==> src/rtl/pwm_multi_channel.sv <==
// Multi-channel PWM generator sharing one prescaled period counter.
// Duty, TOP and prescale are staged and only take effect at a period wrap.
module pwm_multi_channel #(
  parameter int unsigned NUM_CH = 16,
  parameter int unsigned CNT_W  = 8,
  parameter int unsigned PRE_W  = 8,
  localparam int unsigned CH_W  = (NUM_CH > 1) ? $clog2(NUM_CH) : 1
) (
  input  logic              clk,
  input  logic              rst_n,
  input  logic [NUM_CH-1:0] en_out,
  input  logic [NUM_CH-1:0] en_pwm,
  input  logic [CNT_W-1:0]  top,
  input  logic [PRE_W-1:0]  prescale,
  input  logic              wr_en,
  input  logic [CH_W-1:0]   wr_ch,
  input  logic [CNT_W-1:0]  wr_duty,
  output logic [NUM_CH-1:0] out,
  output logic              period_start,
  output logic              update_pending
);

  logic [CNT_W-1:0] stg      [NUM_CH];
  logic [CNT_W-1:0] act_duty [NUM_CH];
  logic [CNT_W-1:0] act_top;
  logic [PRE_W-1:0] act_pre;
  logic [PRE_W-1:0] pcnt;
  logic [CNT_W-1:0] cnt;

  logic tick;
  logic wrap;
  logic wr_ok;

  assign tick  = (pcnt == act_pre);
  assign wrap  = tick && (cnt == act_top);
  assign wr_ok = wr_en && (32'(wr_ch) < NUM_CH);

  // Prescaler and period counter
  always_ff @(posedge clk) begin
    if (!rst_n) begin
      pcnt <= '0;
      cnt  <= '0;
    end else begin
      if (tick) begin
        pcnt <= '0;
        cnt  <= wrap ? '0 : cnt + CNT_W'(1);
      end else begin
        pcnt <= pcnt + PRE_W'(1);
      end
    end
  end

  // Staging registers; a write on the wrap edge stays staged for the next period
  always_ff @(posedge clk) begin
    if (!rst_n) begin
      for (int unsigned i = 0; i < NUM_CH; i++) begin
        stg[i] <= '0;
      end
    end else if (wr_ok) begin
      stg[wr_ch] <= wr_duty;
    end
  end

  // Pending flag: a coincident write wins over the wrap clear
  always_ff @(posedge clk) begin
    if (!rst_n) begin
      update_pending <= 1'b0;
    end else if (wr_ok) begin
      update_pending <= 1'b1;
    end else if (wrap) begin
      update_pending <= 1'b0;
    end
  end

  // Active settings loaded only at the wrap
  always_ff @(posedge clk) begin
    if (!rst_n) begin
      for (int unsigned i = 0; i < NUM_CH; i++) begin
        act_duty[i] <= '0;
      end
      act_top      <= '1;
      act_pre      <= '0;
      period_start <= 1'b0;
    end else begin
      period_start <= wrap;
      if (wrap) begin
        for (int unsigned i = 0; i < NUM_CH; i++) begin
          act_duty[i] <= stg[i];
        end
        act_top <= top;
        act_pre <= prescale;
      end
    end
  end

  // Registered outputs; a disabled PWM with an enabled output drives high
  always_ff @(posedge clk) begin
    if (!rst_n) begin
      out <= '0;
    end else begin
      for (int unsigned i = 0; i < NUM_CH; i++) begin
        out[i] <= en_out[i] & (~en_pwm[i] | (cnt < act_duty[i]));
      end
    end
  end

endmodule

==> config.mk <==
export PLATFORM = sky130hd
export DESIGN_NAME = pwm_multi_channel
export DESIGN_NICKNAME = d
export VERILOG_FILES = /design/src/rtl/pwm_multi_channel.sv
export SDC_FILE = /design/constraint.sdc
export NUM_CORES = 1
export LEC_CHECK = 0
export ABC_AREA = 1
export CAP_MARGIN = 40
export CORE_ASPECT_RATIO = 1.25
export CORE_MARGIN = 2
export CORE_UTILIZATION = 44
export DETAILED_ROUTE_END_ITERATION = 12
export MAX_ROUTING_LAYER = met4
export PLACE_DENSITY = 0.64
export SLEW_MARGIN = 40
export SYNTH_ARGS = -nofsm -noshare
export SYNTH_HDL_FRONTEND = slang
export SYNTH_SLANG_ARGS = --single-unit
==> constraint.sdc <==
create_clock -name clk -period 12.3 [get_ports clk]
set_input_delay 3.69 -clock clk [delete_from_list [all_inputs] [get_ports clk]]
set_output_delay 3.69 -clock clk [all_outputs]
set_load 0.01 [all_outputs]
* Word level (Yosys, flattened, before mapping) *
Memories as Yosys holds them, arrays and structs flattened.
Index checks and enable logic that the tools add are counted.

storage, ports and cells
  bits in registers = 50
  output and inout bits = 18
  logic and storage cells = 127
  bits of input ports = 63
  RAM bits = 256
  memories kept = 2

cells by class
  eq/ne operators = 2
  add/sub/neg operators = 2
  $lt $le $gt $ge = 16
  mux-type cells = 29
  reduce and logical (&&, ||, !) cells = 4
  bitwise logic cells = 65

memories
  name      words  width  read ports  clocked after memory_dff  wr ports  line  RTL
  act_duty  16     8      16          0                         16        24    logic [CNT_W-1:0] act_duty [NUM_CH];
  stg       16     8      16          0                         16        23    logic [CNT_W-1:0] stg [NUM_CH];

operators with widths
  operator               number
  $mux W8                18
  $lt A8 B8 Y1           16
  $or A1 B1 Y1           32
  $not A1 Y1             17
  $add A8 B1 Y8 const B  2
  $and A1 B1 Y1          16
  $eq A8 B8 Y1           2
  $mux W1                10
  $reduce_or A8 Y1       1
  $mux W4                1
  $reduce_bool A2 Y1     1
  $reduce_or A2 Y1       1
  $logic_and A1 B1 Y1    1

* Logic depth before layout (Yosys ltp) *
  depth in word-level cells = 6
  depth in mapped cells = 11
  gate-level depth less buffers = 10

* Worst setup path after synthesis *
OpenSTA, ideal clock, no wires.

  path kind = input to register
  start point = input rst_n
  end point = memory act_duty[0][0] (enable)
  setup slack = 4.783 ns
  required time = 11.159 ns
  setup time = 1.141 ns
  arrival time = 6.375 ns
  buffers on the path = 2
  stages on the path = 3
  cell sequence = clkbuf_1 > buf_2 > nand2_1

RTL lines
  what         line  RTL
  from (decl)  10    input logic rst_n,
  to (decl)    24

==> metrics <==
top post-synthesis cells by count inv_1, nand2_1, edfxtp_1; CP Cell Sequence clkdlybuf4s50_1, nand2_1, nor3b_1, nand2_1, nand2_1; FF-to-FF Start cnt[5]; Filler Cell Count 2881; area of the multi-input gates 4679 sq um; Hold Startpoint act_top[0]; outcome complete, no violations; fin. max-slew vios 0; power density cells 136.0 nW/um^2; Worst Setup End Kind flop; detailed placer's ending HPWL 18030 um; I/O Buffers 80; I/O pin total 81; Final ANT Viol Nets 0; Reg area 8695 sq um; Hold Slack 488.7 ps; crit start category input port; area leader, netlist edfxtp_1; unrepaired setup endpoints after global routing false; worst-case clock buffer depth 3; total global routing overflow 0; setup bufs post-CTS 0; Slew @ Worst Pin 830.0 ps; register area share after synthesis 0.5938; core box area 32680 sq um; sum of negative setup slack 0 ps; synth top area cells edfxtp_1, ha_1, inv_1, nand2_1, dfxtp_1; static leakage 0.007810 uW; Setup Crit Path Kind in -> reg; final period utilization 0.4582; final setup vio count 0; achievable frequency 0.1774 GHz; syn nets 1653; GP Congestion 0.7521; Clock Skew 19.03 ps; Net count, final 1735; synth warn 0; Post-CTS Resized 0; FF-to-FF End act_duty[0][108]; initial antenna violation count 0; Async SR Flop Fraction 0; Vias/cell 4.801; CTS sink cnt 306; Clock Latency Late Sink 560 ps; DR iter-0 viols 556; Die Wd 167.1 um; first-pass GRT wire length 48040 um; CTS Root Cell clkbuf_16; area delta synth->final 15.09%; worst-path fanout max 9; GRT Overall Usage 0.1813; critical path arrival 5850 ps; die area 34740 sq um; Yosys top cell area share 0.5254; TritonCTS Buffers 30; Critical Path RT 12520 ps; Wirelength per Cell 15.01 um; HP Class reg -> reg; crit-path max cell delay 660 ps; CTS HTree Levels 1; hold path endpoint act_top[0]; via count 9602; Reg clk slew, reported paths 60 ps; Inserted Diodes 0; Placement Rows 74; Initial Utilization 0.4477; Die Height 207.9 um; FF+latch count, synth 306; hold-critical path depth 2; Mapped Area 14630 sq um; CP most frequent cell nand2_1; Total Routed Length 30030 um; Mapped Cells 1476; largest net degree at the start of global routing 82; R2R depth 9; maximum vdd ir drop 0.1026 mV; router iterations before antenna repair 5; Post-synth EDFFs 256; Main synth FF type edfxtp_1; Max Cap Violations 0; syn_area_per_cell 9.914 sq um; relative slew slack 0.4467; CP max stage cell nor3b_1; minimum clock period 5636 ps; # hold bufs at CTS 0; Final Hold Vio Count 0; Synth cell types 25; reg-to-reg slack, setup 8350 ps; vias in the first global route 9450; DRC Markers 0; share of cells above drive strength 1 0.07206; CTS tree yes
-- through the flow --
| step | instance area (sq um) | worst slack (ps) | util | power (uW) | instances |
|---|---|---|---|---|---|
| 3_3_place_gp | 15800 | 5814 | 0.4835 | 1359 | 1944 |
| 6_report | 16840 | 6664 | 0.5153 | 2290 | 2000 |
| 3_5_place_dp | 15810 | 6115 | 0.4838 | 1367 | 1944 |
| 5_1_grt | 16840 | 6542 | 0.5153 | 2372 | 2000 |
| 4_1_cts | 16840 | 6693 | 0.5152 | 2309 | 2000 |
| 2_1_floorplan | 14630 | 4783 | - | 1302 | 1476 |
-- registers in the layout, indices dropped and copies added, names as in the netlist --
| signal | count |
|---|---|
| act_duty | 128 |
| stg | 128 |
| out | 16 |
| act_pre | 8 |
| act_top | 8 |
| cnt | 8 |
| pcnt | 8 |
| period_start | 1 |
| update_pending | 1 |
-- kinds of logic (layout without fill, tap and decap cells) --
| logic type | Yosys count | count (layout) | synth area share |
|---|---|---|---|
| buffers and inverters | 321 | 427 | 0.08730 |
| AOI/OAI and AO/OA | 122 | 122 | 0.04446 |
| xor gates and xnor gates | 13 | 13 | 0.007781 |
| DFF | 306 | 306 | 0.5938 |
| adders and majority gates | 114 | 114 | 0.09748 |
| and+or+nand+nor | 600 | 600 | 0.1692 |
-- power breakdown --
group / internal (uW) / total, uW / switching, uW
combinational: 55.7 / 151 / 95.3
sequential: 1180 / 1190 / 14.6
clock: 562 / 946 / 384
total: 1800 / 2290 / 494
-- how the worst max path moves through the flow --
stage                from  cells past startpoint  slack, ps              to
floorplan           rst_n                      3       4780  act_duty[0][0]
global placement    wr_en                      5       5810       stg[6][4]
detailed placement  wr_en                      5       6120       stg[0][4]
CTS                 wr_en                      5       6690      stg[10][6]
global route        rst_n                      5       6540      stg[10][6]
finish              wr_en                      5       6660      stg[10][6]
-- worst max-delay path: cells and delay by family --
| kind | cells | cell delay (ps) |
|---|---|---|
| and+or+nand+nor | 4 | 1600 |
| buffers and inverters | 1 | 550 |
-- metal layers --
metal  routed length (um)  global-route usage  share of wire
met1                12850              0.2167           0.43
met2                14980              0.3172           0.50
met3                 1297             0.02283          0.043
met4                  904             0.06064          0.030
met5                    0                   -              0
-- placed cells by master, fill, tap and decap left out --
cell type and instances:
nand2_1 283, inv_1 275, edfxtp_1 256, nor2_1 213, ha_1 114, a21oi_1 86, clkdlybuf4s50_1 79, dfxtp_1 45
nand3_1 41, nor2_2 40, clkbuf_16 33, o21ai_0 20, o21a_1 16, inv_2 11, nand4_1 11, clkbuf_1 9
xor2_1 7, clkinv_2 7, xnor2_1 6, nor3_1 5, dfxtp_2 5, bufinv_16 3, buf_4 3, buf_6 3
nor2_4 2, clkbuf_8 2, nor3b_2 1, nand2_2 1, nand2_4 1, nor3b_1 1, nand3_4 1, clkinvlp_4 1
clkinv_1 1
-- layout make-up --
cell class,instances,share of cell area
Inverter,286,0.06374
Tap cell,418,0.03105
Multi-Input combinational cell,849,0.2779
Timing Repair Buffer,85,0.05030
Clock buffer,44,0.05267
Sequential cell,306,0.5163
Clock inverter,12,0.008098
Power figures use the tool's default switching activity.
